### src/rtl/serial_deser_32.sv
// Framed serial-to-parallel receiver with a double-buffered valid/ready output word.
// Latency: the word is valid 1 clk after its last strobe; a completed word is dropped (overrun) only when the output slot is still held.
module serial_deser_32 #(
    parameter int WIDTH = 32,
    parameter int CNT_W = 6
) (
    input  logic             clk,
    input  logic             clear,
    input  logic             s_valid,
    input  logic             s_first,
    input  logic             s_data,
    input  logic             dir,
    output logic [WIDTH-1:0] q_data,
    output logic             q_valid,
    input  logic             q_ready,
    output logic             busy,
    output logic             frame_err,
    output logic             overrun
);

    typedef enum logic {IDLE, SHIFT} state_t;

    localparam logic [CNT_W-1:0] FULL = CNT_W'(WIDTH);

    state_t           state_q, state_d;
    logic [WIDTH-1:0] sr_q, sr_d;
    logic [CNT_W-1:0] cnt_q, cnt_d;
    logic             dir_q, dir_d;
    logic [WIDTH-1:0] q_data_q, q_data_d;
    logic             q_valid_q, q_valid_d;
    logic             frame_err_q, frame_err_d;
    logic             overrun_q, overrun_d;
    logic             word_done;

    always_comb begin
        state_d     = state_q;
        sr_d        = sr_q;
        cnt_d       = cnt_q;
        dir_d       = dir_q;
        q_data_d    = q_data_q;
        q_valid_d   = q_valid_q & ~q_ready;
        frame_err_d = 1'b0;
        overrun_d   = overrun_q;
        word_done   = 1'b0;

        if (s_valid) begin
            if (s_first) begin
                // A first bit always starts a fresh word; any partial word is abandoned.
                frame_err_d = (state_q == SHIFT);
                dir_d       = dir;
                sr_d        = dir ? {s_data, {(WIDTH-1){1'b0}}}
                                  : {{(WIDTH-1){1'b0}}, s_data};
                cnt_d       = CNT_W'(1);
                state_d     = SHIFT;
            end else if (state_q == SHIFT) begin
                sr_d  = dir_q ? {s_data, sr_q[WIDTH-1:1]}
                              : {sr_q[WIDTH-2:0], s_data};
                cnt_d = cnt_q + CNT_W'(1);
                if (cnt_d == FULL) begin
                    word_done = 1'b1;
                    state_d   = IDLE;
                    cnt_d     = '0;
                end
            end
        end

        // Slot counts as free if the consumer takes the held word at this same edge.
        if (word_done) begin
            if (!q_valid_q || q_ready) begin
                q_data_d  = sr_d;
                q_valid_d = 1'b1;
            end else begin
                overrun_d = 1'b1;
            end
        end
    end

    always_ff @(posedge clk) begin
        if (clear) begin
            state_q     <= IDLE;
            sr_q        <= '0;
            cnt_q       <= '0;
            dir_q       <= 1'b0;
            q_data_q    <= '0;
            q_valid_q   <= 1'b0;
            frame_err_q <= 1'b0;
            overrun_q   <= 1'b0;
        end else begin
            state_q     <= state_d;
            sr_q        <= sr_d;
            cnt_q       <= cnt_d;
            dir_q       <= dir_d;
            q_data_q    <= q_data_d;
            q_valid_q   <= q_valid_d;
            frame_err_q <= frame_err_d;
            overrun_q   <= overrun_d;
        end
    end

    assign q_data    = q_data_q;
    assign q_valid   = q_valid_q;
    assign busy      = (state_q == SHIFT);
    assign frame_err = frame_err_q;
    assign overrun   = overrun_q;

endmodule
### config.mk
export PLATFORM = sky130hd
export DESIGN_NAME = serial_deser_32
export DESIGN_NICKNAME = d
export VERILOG_FILES = /design/src/rtl/serial_deser_32.sv
export SDC_FILE = /design/constraint.sdc
export NUM_CORES = 1
export LEC_CHECK = 0
export ABC_CLOCK_PERIOD_IN_PS = 2230
export CORE_ASPECT_RATIO = 1.75
export CORE_MARGIN = 2
export CORE_UTILIZATION = 45
export DETAILED_ROUTE_END_ITERATION = 8
export GPL_TIMING_DRIVEN = 0
export PLACE_DENSITY_LB_ADDON = 0.05
export REMOVE_ABC_BUFFERS = 1
export SYNTH_ARGS = -nofsm -noshare
export SYNTH_HDL_FRONTEND = slang
export SYNTH_SLANG_ARGS = --single-unit
### constraint.sdc
create_clock -name clk -period 2.23 [get_ports clk]
set_clock_uncertainty 0.05 [all_clocks]
set_input_delay 0.3345 -clock clk [delete_from_list [all_inputs] [get_ports clk]]
set_output_delay 0.3345 -clock clk [all_outputs]
set_load 0.05 [all_outputs]
**Yosys cells after proc, flatten, opt, wreduce, memory -nomap -nowiden**

Cells that the tools add are included.

- $add $sub $neg: 1
- Bitwise gates (word level): 5
- Reduce and logical (&&, ||, !) cells: 8
- Multiplexer cells: 17
- Equal/unequal tests: 1

Operators with widths:

| operator | count |
|---|---|
| 2-to-1 mux 32 bit | 5 |
| 2-to-1 mux 6 bit | 3 |
| 2-to-1 mux 1 bit | 9 |
| AND reduction 2 bit | 4 |
| adder 6 x 1 -> 6 bit, second input constant | 1 |
| == test 6 bit, second input constant | 1 |
| inverter 1 bit | 4 |
| OR reduction 3 bit | 1 |
| nonzero test 2 bit | 1 |
| AND 1 bit | 1 |
| zero test 1 bit | 1 |
| logical OR 1 bit | 1 |

- Logic and storage cells: 40
- Output and inout port bits: 36
- Register bits after elaboration: 75

**Depth between registers and ports, before layout**

- Depth after elaboration: 7
- Mapped depth: 7
- Gate-level depth less buffers: 5

**Worst setup path before layout**

OpenSTA, ideal clock, no wires.

- Path type: register to register
- Start: reg state_q, in the netlist busy
- End: reg q_data_q[13], in the netlist q_data[13]
- Stages on the path, launching flop included: 7
- Data required time: 2.059 ns
- Data arrival time: 1.829 ns
- Path buffers: 3
- Slack: 0.229 ns
- Cells stage by stage: dfxtp_1 > clkbuf_1 > and3b_1 > buf_2 > o2111ai_4 > buf_6 > mux2_4

- Longest elaborated chain between the ends: 4

Ends and longest elaborated chain:

| what | RTL line | source |
|---|---|---|
| start, declared | 25 | `state_t state_q, state_d;` |
| start signal, assigned | 89 | `state_q <= state_d;` |
| 2-to-1 mux 1 bit | 55 | `end else if (state_q == SHIFT) begin` |
| 2-to-1 mux 1 bit | 47 | `if (s_first) begin` |
| 2-to-1 mux 1 bit | 46 | `if (s_valid) begin` |
| AND reduction 2 bit (no source line) | -- |  |
| end signal, assigned | 93 | `q_data_q <= q_data_d;` |
| end, declared | 29 | `logic [WIDTH-1:0] q_data_q, q_data_d;` |

Several ways; a longest one is shown, not always the timed one.
A chain may end at the register's enable or synchronous reset.

**Final worst setup path**

- Start: reg state_q, in the netlist busy
- End: out busy

RTL lines:

| what | RTL line | source |
|---|---|---|
| end, declared | 16 | `output logic busy,` |

No word-level cell between the ends.

==> impl_metrics.toml <==
[synthesis]
synth.mux.area_fraction_pct = 21.7
ys_ff_latch = 75
avgSynthCellArea_um2 = 10.4
synth.top_cell.area_share_pct = 45.5
synth.area.top_cells = "dfxtp_1, mux2_2, a22oi_1, nor2b_1, nor2_1"
synthArstFlopShare_pct = 0
yosysWarnings = 0
synth_edf_count = 0
syn-instance-count = 318
yosysMostFrequentCell = "dfxtp_1"
synth.top_cells.by_count = "dfxtp_1, mux2_2, nor2_1"
synth_top_flop_cell = "dfxtp_1"
yosysTopAreaCell = "dfxtp_1"
synth_compound_area_share_pct = 13.5
ys_types = 37
netlist_area_mm2 = 0.00330
synth.yosys.seq_area_share_pct = 45.5
synth_top_family_by_area = "multiplexers"
yosys.area_share.simple_pct = 14.7
synth_xor_area_share_pct = 0
synthAdderAreaFrac_pct = 0.379

[worst_setup_path]
worstSetupPathType = "reg -> out"
r2r-start = "cnt_q[0]"
cp-end-kind = "output port"
cp_max_fo = 9
cp_cell_sequence = "clkdlybuf4s50_1"
critPathTopFamily = "buffers and inverters"
critPathBufInv = 1
arrival_ns = 1.77
max_stage_delay_ns = 0.88
rr_endpoint = "q_data[18]"
crit_slowest_cell = "clkdlybuf4s50_1"
r2r_cells = 5
critPathLaunchType = "flip-flop"
reg2reg_slack_ns = 0.20
cp.required_ns = 1.85

[grt]
antenna_found_initial = 0
grt-ovfl-total = 0
grt_pass1_wl_um = 10800
grt_max_degree = 44
grt_use_total_pct = 17.9
grt_pass1_vias = 2231

[pwr]
pwr-share-comb_pct = 3.9
power_mw = 2.83
pwr-share-seq_pct = 48.3
switchingPower_mw = 0.632
p_int_mw = 2.19
swShare_pct = 22.4
leakage_nw = 1.57
vdd_drop_max_v = 0.000774
power.share.clock_pct = 47.8
power_density_mw_per_mm2 = 685

[finish]
regArea_mm2 = 0.00150
num_antenna_cells = 0
fin_area_mm2 = 0.00412
fill_cells = 650
final_util_pct = 57.4
drive_above_1_share_pct = 27.3
area_growth_pct = 24.9
layout.nets = 362
final_cells = 445
multiInputGateArea_mm2 = 0.00172

[route]
drc = 0
num_vias = 2428
vias_per_cell = 5.46
ant_nets = 0
wirelength_um = 6780
firstDrtPassIters = 4
drt-initial-drc-count = 269
wl_per_cell_um = 15.2

[sta]
rsz0062_at_grt = "false"
period_needed_ns = 2.15
hold_viol_final = 0
setup_tns_ns = 0
relSlewSlack_pct = 49.3
slew_violations = 0
fmax_mhz = 465
tightestPinTransition_ns = 0.760
setup_ws_ns = 0.0786
finalHoldWorstSlack_ns = 0.412
setup-violations-final = 0
finalCritPeriodShare_pct = 96.5

[die]
die_x_um = 68.8
fp.dieH_um = 117
die_area_mm2 = 0.00807
fp-row-count = 41
ios = 43
fp.coreArea_mm2 = 0.00718
start_util_pct = 46.0

[placement]
place_congestion = 0.751
numPortBuffers = 42
dpl_cell_area_mm2 = 0.00373
place_ws_ns = -1.76
dp.cells = 423
hpwl_um = 3910

[clock_tree]
cts-root-buf = "clkbuf_16"
cts_tree = "yes"
clk_pin_slew_ns = 0.06
htreeDepth = 3
holdBufCountCts = 0
clockBufferDepth = 2
cts_sinks = 75
cts_made_buffers = 9
clk_latency_ns = 0.34

[min_path]
hold-path-endpoint = "overrun"
min_path_cells = 2
holdCritPathClass = "reg -> reg"
hold_start = "overrun"

[flow_run]
drv_cap = 0

[run_status]
status = "finished, final reports clean"
==> cell families after synthesis <==
family | count (synthesis)
multiplexers | 62
adder cells (fa/ha/maj) | 1
AND/OR/NAND/NOR | 94
AO/OA/AOI/OAI | 59
flip-flops | 75
buffers and inverters | 27
==> power groups by stage <==
stage	combinational (mW)	clock, mW	sequential (mW)
floorplan	0.0423	0	1.39
finish	0.111	1.35	1.37
global route	0.120	1.44	1.37
CTS	0.110	1.39	1.36
detailed placement	0.106	0	1.39
global placement	0.0985	0	1.39
==> worst max-delay path by stage <==
stage               slack [ns]          to  depth (start not counted)  startpoint
CTS                      0.005   q_data[8]                          4    cnt_q[0]
finish                    0.08        busy                          1        busy
global placement         -1.76  q_data[13]                          4     s_first
floorplan                -0.64  q_data[13]                          3        busy
detailed placement       -1.76  q_data[14]                          4     s_first
global route              0.02        busy                          1        busy
==> placed cells by master (no fill, tap or decap), types with 2 or more instances in the layout <==
cell / instances
a22oi_1: 31
nor2b_1: 32
mux2_2: 57
o221a_2: 2
clkdlybuf4s50_1: 41
mux2_4: 5
a21oi_1: 9
dfxtp_1: 74
clkbuf_8: 2
o2111ai_4: 2
nand3_1: 2
a211oi_1: 2
clkinv_2: 4
nand3b_1: 2
clkbuf_16: 9
buf_4: 2
o21ai_0: 2
nand2_1: 8
nor2_1: 39
a31oi_1: 4
inv_1: 2
nand2b_1: 3
o21a_1: 2
buf_12: 3
==> sequential cells by signal, indices dropped and copies added, names as in the netlist <==
register	count
q_data	32
sr_q	32
cnt_q	6
busy	1
dir_q	1
frame_err	1
overrun	1
q_valid	1
==> routing by layer <==
metal	vias to the layer above	global-route usage [%]	wire, um	part of all wire (%)
met4	0	9.56	173	2.6
met5	-	0	0	0
li1	1212	-	-	-
met2	59	27.8	3370	50
met1	1147	22.1	2920	43
met3	10	4.22	311	4.6
==> cell type report <==
class                      instances  share of cell area (%)
multi-input combinational        218                    41.7
tap                               86                    2.61
timing repair buffer              48                    12.3
clock buffer                      11                    6.13
inverter                           2                   0.182
clock inverter                     5                   0.667
sequential                        75                    36.4
==> worst reg2reg max path: stages (launching register included) <==
cell and delay, ns:
dfxtp_1 0.45, nand3_1 0.26, o21a_1 0.36, o2111ai_4 0.25, buf_12 0.20, mux2_2 0.36
==> what timing repair did <==
item                                    in CTS  in global routing
gates resized for setup                      4                  3
endpoints found under the setup margin      69                 25
gates cloned                                 2                  0
setup buffers                                3                  1
pin swaps                                    1                  1
Power figures use the tool's default switching activity.
